[src/rtl/trigger.sv]
// Ultrasonic ranging sequencer: fires a Trigger pulse, times the synchronized
// Echo high width, flags near objects on Led and pulses Done once per cycle.
module trigger #(
    parameter int unsigned TRIG_CYCLES   = 500,
    parameter int unsigned ECHO_TIMEOUT  = 1_500_000,
    parameter int unsigned LED_THRESHOLD = 29_000,
    parameter int unsigned COOLDOWN      = 3_000_000
) (
    input  logic clk,
    input  logic rst_n,
    input  logic Enable,
    input  logic Echo,
    output logic Trigger,
    output logic Done,
    output logic Led
);

    localparam int CW = 32;
    localparam logic [CW-1:0] TRIG_LAST = CW'(TRIG_CYCLES - 1);
    localparam logic [CW-1:0] TO_LAST   = CW'(ECHO_TIMEOUT - 1);
    localparam logic [CW-1:0] TO_FULL   = CW'(ECHO_TIMEOUT);
    localparam logic [CW-1:0] NEAR_THR  = CW'(LED_THRESHOLD);
    localparam logic [CW-1:0] CD_LAST   = CW'(COOLDOWN - 1);

    typedef enum logic [2:0] {
        ST_IDLE      = 3'd0,
        ST_TRIG      = 3'd1,
        ST_WAIT_HIGH = 3'd2,
        ST_MEASURE   = 3'd3,
        ST_DONE      = 3'd4,
        ST_COOLDOWN  = 3'd5
    } state_t;

    state_t          state_r;
    logic [CW-1:0]   cnt_r;
    logic [CW-1:0]   width_r;
    logic            timeout_r;
    logic            echo_meta_r;
    logic            echo_sync_r;

    // A timed-out measurement never counts as near, whatever width was latched.
    function automatic logic is_near(input logic [CW-1:0] width, input logic timeout);
        is_near = (!timeout) && (width < NEAR_THR);
    endfunction

    // Two-flop synchronizer for the asynchronous Echo line.
    always_ff @(posedge clk or negedge rst_n) begin
        if (!rst_n) begin
            echo_meta_r <= 1'b0;
            echo_sync_r <= 1'b0;
        end else begin
            echo_meta_r <= Echo;
            echo_sync_r <= echo_meta_r;
        end
    end

    // Measurement sequencer; all outputs are registered here.
    always_ff @(posedge clk or negedge rst_n) begin
        if (!rst_n) begin
            state_r   <= ST_IDLE;
            cnt_r     <= {CW{1'b0}};
            width_r   <= {CW{1'b0}};
            timeout_r <= 1'b0;
            Trigger   <= 1'b0;
            Done      <= 1'b0;
            Led       <= 1'b0;
        end else begin
            Done <= 1'b0;
            case (state_r)
                ST_IDLE: begin
                    if (Enable) begin
                        cnt_r   <= {CW{1'b0}};
                        Trigger <= 1'b1;
                        state_r <= ST_TRIG;
                    end
                end
                ST_TRIG: begin
                    if (!Enable) begin
                        Trigger <= 1'b0;
                        cnt_r   <= {CW{1'b0}};
                        state_r <= ST_IDLE;
                    end else if (cnt_r == TRIG_LAST) begin
                        Trigger <= 1'b0;
                        cnt_r   <= {CW{1'b0}};
                        state_r <= ST_WAIT_HIGH;
                    end else begin
                        cnt_r <= cnt_r + 32'd1;
                    end
                end
                ST_WAIT_HIGH: begin
                    if (!Enable) begin
                        cnt_r   <= {CW{1'b0}};
                        state_r <= ST_IDLE;
                    end else if (echo_sync_r) begin
                        cnt_r   <= {CW{1'b0}};
                        state_r <= ST_MEASURE;
                    end else if (cnt_r == TO_LAST) begin
                        timeout_r <= 1'b1;
                        Done      <= 1'b1;
                        state_r   <= ST_DONE;
                    end else begin
                        cnt_r <= cnt_r + 32'd1;
                    end
                end
                ST_MEASURE: begin
                    if (!Enable) begin
                        cnt_r   <= {CW{1'b0}};
                        state_r <= ST_IDLE;
                    end else if (!echo_sync_r) begin
                        width_r   <= cnt_r;
                        timeout_r <= 1'b0;
                        Done      <= 1'b1;
                        state_r   <= ST_DONE;
                    end else if (cnt_r == TO_LAST) begin
                        width_r   <= TO_FULL;
                        timeout_r <= 1'b1;
                        Done      <= 1'b1;
                        state_r   <= ST_DONE;
                    end else begin
                        cnt_r <= cnt_r + 32'd1;
                    end
                end
                ST_DONE: begin
                    Led     <= is_near(width_r, timeout_r);
                    cnt_r   <= {CW{1'b0}};
                    state_r <= ST_COOLDOWN;
                end
                ST_COOLDOWN: begin
                    if (cnt_r == CD_LAST) begin
                        cnt_r   <= {CW{1'b0}};
                        state_r <= ST_IDLE;
                    end else begin
                        cnt_r <= cnt_r + 32'd1;
                    end
                end
                default: begin
                    Trigger <= 1'b0;
                    cnt_r   <= {CW{1'b0}};
                    state_r <= ST_IDLE;
                end
            endcase
        end
    end

endmodule

[config.mk]
export PLATFORM = sky130hd
export DESIGN_NAME = trigger
export DESIGN_NICKNAME = d
export VERILOG_FILES = /design/src/rtl/trigger.sv
export SDC_FILE = /design/constraint.sdc
export NUM_CORES = 1
export LEC_CHECK = 0
export CORE_MARGIN = 2
export CORE_UTILIZATION = 40
export CTS_CLUSTER_SIZE = 40
export DETAILED_ROUTE_END_ITERATION = 8
export SLEW_MARGIN = 15
export SYNTH_ARGS = -nofsm -noshare
export SYNTH_HDL_FRONTEND = slang
export SYNTH_SLANG_ARGS = --single-unit
[constraint.sdc]
create_clock -name clk -period 4 [get_ports clk]
set_input_delay 0.8 -clock clk [delete_from_list [all_inputs] [get_ports clk]]
set_output_delay 0.8 -clock clk [all_outputs]
set_load 0.005 [all_outputs]
Word-level counts from Yosys, hierarchy flattened
Index checks and enable logic that the tools add are counted.
{"block": "op_classes", "add_sub_neg": 1, "bitwise_logic": 1, "eq_ne": 16, "n_lt_le_gt_ge": 1, "mux": 38, "reduce_logical": 10}
{"op": "$mux 32", "count": 11}
{"op": "$pmux 32 s5", "count": 1}
{"op": "$add 32x1->32 const B", "count": 1}
{"op": "$eq 32x21->1 const B", "count": 1}
{"op": "$eq 32x22->1 const B", "count": 1}
{"op": "$eq 32x9->1 const B", "count": 1}
{"op": "$lt 32x15->1 const B", "count": 1}
{"op": "$mux 3", "count": 9}
{"op": "$pmux 3 s6", "count": 1}
{"op": "$mux 1", "count": 13}
{"op": "$ne 2x2->1 const B", "count": 5}
{"op": "$reduce_and 3->1", "count": 3}
{"op": "$eq 3x2->1 const B", "count": 2}
{"op": "$eq 3x3->1 const B", "count": 2}
{"op": "$ne 3x3->1 const B", "count": 2}
{"op": "$pmux 1 s2", "count": 2}
{"op": "$reduce_and 4->1", "count": 1}
{"op": "$reduce_or 4->1", "count": 1}
{"op": "$eq 3x1->1 const B", "count": 1}
{"op": "$logic_not 3->1", "count": 1}
{"op": "$pmux 1 s3", "count": 1}
{"op": "$ne 2x1->1 const B", "count": 1}
{"op": "$reduce_and 2->1", "count": 1}
{"op": "$reduce_bool 2->1", "count": 1}
{"op": "other kinds (3)", "count": 3}
{"block": "totals", "reg_bits": 73, "out_inout_bits": 3}

Logic depth before layout (Yosys ltp)
Gate-level depths: netlist (run 1).
{"block": "depth", "ltp_word": 5, "ltp_mapped": 10}

Worst setup path before layout (run 1)
Ideal clock, no wire load.
{"block": "synth_path", "path_kind": "reg2reg", "startpoint": "register cnt_r[11]", "endpoint": "register width_r[22]", "required_ns": 3.879, "setup_time_ns": 0.121, "setup_slack_ns": 1.550, "synth_period_minus_slack_ns": 2.450, "arrival_time_ns": 2.329, "stages_incl_launch_ff": 9, "path_cell_list": "dfrtp_1 > or4_1 > nor3_2 > nand4_2 > and2_4 > or3_4 > buf_6 > buf_6 > a22o_1"}
{"block": "synth_via", "elab_chain_len": 3}
{"element": "start: declaration", "line_no": "35", "rtl": "logic [CW-1:0] cnt_r;"}
{"element": "start signal: assignment", "line_no": "61", "rtl": "cnt_r <= {CW{1'b0}};"}
{"element": "start signal: assignment", "line_no": "72", "rtl": "cnt_r <= {CW{1'b0}};"}
{"element": "start signal: assignment", "line_no": "80", "rtl": "cnt_r <= {CW{1'b0}};"}
{"element": "$eq 32x21->1", "line_no": "114", "rtl": "end else if (cnt_r == TO_LAST) begin"}
{"element": "$ne 2x1->1 (no source line)"}
{"element": "$reduce_and 3->1 (no source line)"}
{"element": "end signal: assignment", "line_no": "62", "rtl": "width_r <= {CW{1'b0}};"}
{"element": "end signal: assignment", "line_no": "110", "rtl": "width_r <= cnt_r;"}
{"element": "end: declaration", "line_no": "36", "rtl": "logic [CW-1:0] width_r;"}
Every way passes these cells.
A chain may end at the register's enable or synchronous reset.

Worst setup path in the final report (run 1)
{"block": "layout_path", "startpoint": "register cnt_r[8]", "endpoint": "register cnt_r[31]"}
{"block": "layout_via", "elab_chain_len": 5, "word_cells_on_any_way": 13, "cone_classes": "1 x add/sub; 3 x eq/ne; 9 x mux"}
{"element": "$add 32x1->32 / $eq 32x21->1 (equally long branches)"}
{"element": "$mux 32", "line_no": "97, 114"}
{"element": "$mux 32 (on tied branches)", "line_no": "109, 94"}
{"element": "$mux 32 (on tied branches)", "line_no": "106, 91"}
{"element": "$pmux 32 s5 *", "line_no": "69", "rtl": "case (state_r)"}
Mark *: on every way between the ends. The rest lies on a longest branch, timed or not. The select of a mux whose other input is x is not followed.

==> results of run 1 <==
==> through the flow <==
stage	total power, W	cell area, um^2
after global routing	0.00144	3930
after detailed placement	0.000764	3710
after global placement	0.000763	3710
after floorplan	0.000740	3580
after CTS	0.00140	3930
final	0.00139	3930
==> power by group <==
group | switching (W) | total, W | internal [W]
sequential | 0.00000858 | 0.000720 | 0.000711
clock | 0.000286 | 0.000639 | 0.000353
combinational | 0.0000225 | 0.0000291 | 0.00000664
==> state kept, by name (all words and copies together), names as in the netlist <==
register     flops
cnt_r           32
width_r         29
state_r          3
Done             1
Led              1
Trigger          1
echo_meta_r      1
echo_sync_r      1
timeout_r        1
==> cell type report <==
type	instances	area (um^2)
fill	828	4790
multi-input combinational	283	1720
timing repair buffer	9	77.6
clock inverter	7	98.8
sequential	70	1750
tap	108	135
clock buffer	9	124
inverter	7	26.3
==> worst min-delay path by stage <==
stage / from / endpoint / slack (ns) / depth (start not counted)
final: echo_meta_r$_DFF_PN0_ / echo_sync_r$_DFF_PN0_ / 0.37 / 0
after floorplan: echo_meta_r$_DFF_PN0_ / echo_sync_r$_DFF_PN0_ / 0.33 / 0
after global placement: echo_meta_r$_DFF_PN0_ / echo_sync_r$_DFF_PN0_ / 0.34 / 0
after CTS: echo_meta_r$_DFF_PN0_ / echo_sync_r$_DFF_PN0_ / 0.38 / 0
after global routing: echo_meta_r$_DFF_PN0_ / echo_sync_r$_DFF_PN0_ / 0.39 / 0
after detailed placement: echo_meta_r$_DFF_PN0_ / echo_sync_r$_DFF_PN0_ / 0.33 / 0
==> cell families after synthesis <==
kind of cell,Yosys count,share of synthesized area
adder cells (fa/ha/maj),2,0.00698
AO/OA/AOI/OAI,120,0.232
flip-flops,70,0.489
buffers and inverters,27,0.0339
AND/OR/NAND/NOR,161,0.238
==> per-layer routing <==
metal / wire, um / part of all wire / vias to the layer above
met5: 0 / 0 / -
met4: 218 / 0.022 / 0
met3: 646 / 0.067 / 20
met2: 4250 / 0.44 / 110
met1: 4600 / 0.47 / 1526
li1: - / - / 1446
==> synth_stat cells (all sizes together), types with 2 or more instances <==
cell,number,area share
a21oi,25,0.035
a221o,3,0.0084
a22o,18,0.044
a311oi,2,0.0049
a31oi,15,0.028
a41oi,2,0.0049
and2,7,0.013
and3,8,0.014
buf,6,0.012
clkbuf,14,0.015
dfrtp,70,0.49
ha,2,0.0070
inv,7,0.0073
nand2,44,0.046
nand2b,2,0.0035
nand3,16,0.024
nand4,11,0.021
nor2,30,0.031
nor3,15,0.027
nor4,12,0.023
o211a,2,0.0056
o21ai,25,0.035
o22a,10,0.024
o31ai,5,0.010
o41ai,4,0.0098
or3,2,0.0049
or4,6,0.014
or4b,2,0.0056
==> results.py, run 1 <==
metrics = {
    "run_status": {
        "status": "finished, final reports clean",
    },
    "clock_tree": {
        "numCtsBuffers": 9,
        "clock_latency_ns": 0.35,
        "clkSinkCount": 70,
        "cts_setup_buffers": 0,
        "cts_root_buf": "clkbuf_8",
        "cts_tree": "done",
        "htreeDepth": 3,
        "clock_path_buffers": 2,
        "hold_buffers": 0,
        "ctsResizeCount": 0,
        "clk_pin_slew_worst_paths_ns": 0.08,
    },
    "drt": {
        "wl_per_cell_um": 19.7,
        "wl_um": 9710,
        "antenna_left": 0,
        "drc_errors": 0,
        "vias": 3102,
        "vias_per_cell": 6.29,
        "initialDrtViolationCount": 323,
        "dr.pass1.iters": 6,
    },
    "finish": {
        "post-route-util": 0.451,
        "final_cell_mix": "dfrtp_1 (70), nand2_1 (44), nor2_1 (30)",
        "nets": 386,
        "num_antenna_cells": 0,
        "syn2layout_area_growth_pct": 9.63,
        "drive_gt1_frac": 0.0935,
        "stdcell_count": 493,
        "layout_commonest_cell": "dfrtp_1",
    },
    "synth": {
        "synth.distinct_cells": 54,
        "syn_inst": 380,
        "synth_edf_count": 0,
        "async_flop_share": 1.00,
        "syn_area_mm2": 0.00358,
        "yosys_warnings": 0,
        "ys_seq_elements": 70,
        "seq_area_frac_synth": 0.489,
        "synth.avg_cell_area_um2": 9.43,
        "synth_ff_type": "dfrtp_1",
        "syn-num-nets": 386,
    },
    "critical_path": {
        "r2r_cells": 7,
        "crit_buf_inv": 0,
        "worstSetupPathType": "flop to flop",
        "crit_arrival_ns": 3.39,
        "crit_end": "cnt_r[31]$_DFFE_PN0P_",
        "start_kind": "flop",
        "end_kind": "flop",
        "cp-startpoint": "cnt_r[8]$_DFFE_PN0P_",
        "critical_path.top_delay_family": "simple AND/OR/NAND/NOR gates",
        "reg2reg_to": "cnt_r[31]$_DFFE_PN0P_",
        "cp.required_ns": 4.23,
        "slowest_delay_ns": 0.64,
        "path_depth": 7,
        "path_cells": "or4b_2 > nor4_2 > nand3_2 > a31oi_2 > nand2_1 > and3_1 > a221o_1",
        "ff2ff_setup_slack_ns": 0.84,
        "slowest_stage": "or4b_2",
        "cp_max_fo": 21,
        "timing.rr.start": "cnt_r[8]$_DFFE_PN0P_",
    },
    "timing": {
        "fin_ws_ns": 0.837,
        "max_freq_mhz": 316,
        "finalMaxSlewViolations": 0,
        "skew_ns": 0.00668,
        "period_needed_ns": 3.16,
        "tns_ns": 0,
        "hold_violations": 0,
        "rsz0062_at_grt": "no",
        "holdWs_ns": 0.374,
        "setup_violations": 0,
        "tightest_slew_ns": 0.713,
        "post-route-period-util": 0.791,
        "maxSlewHeadroom": 0.523,
    },
    "placed_design": {
        "dpl_worst_slack_ns": 0.680,
        "hpwl_um": 6820,
        "dp.cells": 477,
        "gp_congestion": 0.971,
        "portBuffers": 6,
    },
    "run": {
        "drv_cap": 0,
    },
    "global_route": {
        "grt_first_pass_wirelength_um": 16100,
        "grt_use_total": 0.209,
        "grt_max_degree": 46,
        "use_met3": 0.0312,
        "grt_util_met2": 0.301,
        "grt_busiest_layer": "met1",
        "met1_usage": 0.313,
        "antenna_found_initial": 0,
        "gr-total-overflow": 0,
        "grt_pass1_vias": 3011,
    },
    "die": {
        "die_width_um": 98.7,
        "chipHeight_um": 98.7,
        "num_rows": 34,
        "die_area_mm2": 0.00973,
        "num_io_pins": 7,
        "core_area_mm2": 0.00872,
        "start_util": 0.411,
    },
    "power": {
        "p_per_area_mw_per_mm2": 353,
        "irDropWorstVdd_mv": 0.210,
        "p_leak_nw": 1.72,
    },
    "min_path": {
        "worstHoldPathType": "flop to flop",
    },
}
No activity file was read; power rests on OpenSTA's default activity.
==> run 2: changes to the inputs <==
==> constraint.sdc (replaced) <==
create_clock -name clk -period 3.15 [get_ports clk]
set_input_delay 0.63 -clock clk [delete_from_list [all_inputs] [get_ports clk]]
set_output_delay 0.63 -clock clk [all_outputs]
set_load 0.005 [all_outputs]
==> run 2 against run 1 <==
Net effect: fmax is 9.6% higher; register-to-register slack worse by 0.57 ns; final area is 4.2% higher; sequential power is 27% higher; global-route usage is 0.17 points higher; first-iteration DRC count is 11% higher; power is 23% higher; sequential share of layout area is 1.8 points lower; worst setup slack worse by 0.57 ns; largest cell class unchanged; highest routed layer unchanged.
==> results.py, run 2 (synthesized netlist as in run 1, its figures left out) <==
metrics = {
    "power": {
        "irDropWorstVdd_mv": 0.252,
        "p_per_area_mw_per_mm2": 418,
        "p_leak_nw": 1.83,
    },
    "placed_design": {
        "dpl_worst_slack_ns": 0.230,
        "hpwl_um": 7220,
        "gp_congestion": 0.941,
        "dp.cells": 501,
        "portBuffers": 6,
    },
    "clock_tree": {
        "numCtsBuffers": 9,
        "clk_pin_slew_worst_paths_ns": 0.09,
        "clock_path_buffers": 2,
        "cts_tree": "done",
        "cts_root_buf": "clkbuf_8",
        "clkSinkCount": 70,
        "clock_latency_ns": 0.34,
        "htreeDepth": 3,
    },
    "finish": {
        "layout_commonest_cell": "dfrtp_1",
        "largest_register_ffs": 32,
        "post-route-util": 0.470,
        "fillers": 838,
        "largest_registers": "cnt_r: 32 flops, width_r: 29 flops, state_r: 3 flops",
        "num_antenna_cells": 0,
        "nets": 410,
        "drive_gt1_frac": 0.149,
        "syn2layout_area_growth_pct": 14.2,
        "final_cell_mix": "dfrtp_1 (70), nand2_1 (43), nor2_1 (30)",
        "stdcell_count": 517,
        "top_register": "cnt_r",
    },
    "run": {
        "drv_cap": 0,
    },
    "critical_path": {
        "end_kind": "flop",
        "worstSetupPathType": "flop to flop",
        "ff2ff_setup_slack_ns": 0.26,
        "cp.required_ns": 3.39,
        "cp_max_fo": 9,
        "crit_arrival_ns": 3.13,
        "start_kind": "flop",
    },
    "global_route": {
        "grt_pass1_vias": 3029,
        "grt_max_degree": 28,
        "antenna_found_initial": 0,
        "grt_first_pass_wirelength_um": 16200,
        "gr-total-overflow": 0,
        "grt_use_total": 0.211,
    },
    "timing": {
        "skew_ns": 0.00947,
        "hold_violations": 0,
        "tightest_slew_ns": 0.563,
        "period_needed_ns": 2.89,
        "setup_violations": 0,
        "finalMaxSlewViolations": 0,
        "rsz0062_at_grt": "no",
        "maxSlewHeadroom": 0.625,
        "fin_ws_ns": 0.263,
        "post-route-period-util": 0.917,
        "max_freq_mhz": 346,
        "holdWs_ns": 0.276,
        "tns_ns": 0,
    },
    "drt": {
        "vias_per_cell": 6.18,
        "dr.pass1.iters": 5,
        "drc_errors": 0,
        "wl_per_cell_um": 19.1,
        "wl_um": 9860,
        "initialDrtViolationCount": 357,
        "antenna_left": 0,
        "vias": 3197,
    },
    "run_status": {
        "status": "finished, final reports clean",
    },
    "die": {
        "start_util": 0.411,
        "chipHeight_um": 98.7,
        "num_rows": 34,
        "die_width_um": 98.7,
        "die_area_mm2": 0.00973,
        "core_area_mm2": 0.00872,
        "num_io_pins": 7,
    },
    "min_path": {
        "worstHoldPathType": "input port to async pin",
    },
}
## run 2: critical path, stage by stage, from the launching register on
cell and delay (ns):
dfrtp_1 0.42, ha_1 0.24, or4b_1 0.47, nor4_2 0.37, nand3_2 0.19, a31oi_2 0.32
nand2_2 0.18, buf_4 0.21, a21o_1 0.15, a22o_1 0.21
## run 2: where the power goes
group | switching [W] | internal, W | leakage, nW
sequential | 0.00000889 | 0.000903 | 0.935
clock | 0.000384 | 0.000376 | 0.100
combinational | 0.0000298 | 0.00000981 | 0.794
## run 2: metrics by stage
| stage | total power (W) | cell area (um^2) |
|---|---|---|
| floorplan | 0.000940 | 3580 |
| global placement | 0.000970 | 3890 |
| detailed placement | 0.000971 | 3890 |
| CTS | 0.00172 | 4090 |
| global route | 0.00177 | 4100 |
| finish | 0.00171 | 4100 |
## run 2: final cells by class
cell class / count / area, um^2 / area share
Multi-Input combinational cell: 283 / 1720 / 0.420
Clock buffer: 9 / 124 / 0.0302
Tap cell: 108 / 135 / 0.0330
Inverter: 7 / 26.3 / 0.00642
Sequential cell: 70 / 1750 / 0.428
Clock inverter: 7 / 81.3 / 0.0199
Timing Repair Buffer: 33 / 258 / 0.0629
## run 2: what timing repair did
item                                   4_1_cts  5_1_grt
buffers inserted                             0        0
setup endpoints to repair                    0        1
hold buffers                                 0        0
resized for setup                            0        1
endpoints found under the hold margin        0        0
## run 2: path summary, 6_finish.rpt
path / startpoint / end / depth (start not counted)
worst min-delay path: rst_n / Done$_DFF_PN0_ / 1
worst max register to register: cnt_r[0]$_DFFE_PN0P_ / cnt_r[21]$_DFFE_PN0P_ / 9
min in group clk: echo_meta_r$_DFF_PN0_ / echo_sync_r$_DFF_PN0_ / 0
max in group asynchronous: rst_n / cnt_r[11]$_DFFE_PN0P_ / 2
worst min register to register: echo_meta_r$_DFF_PN0_ / echo_sync_r$_DFF_PN0_ / 0
worst max-delay path: cnt_r[0]$_DFFE_PN0P_ / cnt_r[21]$_DFFE_PN0P_ / 9
## run 2: layer usage
metal,track usage,share of wire
met1,0.309,0.48
met2,0.319,0.45
met3,0.0397,0.061
met4,0.0643,0.0075
met5,0,0
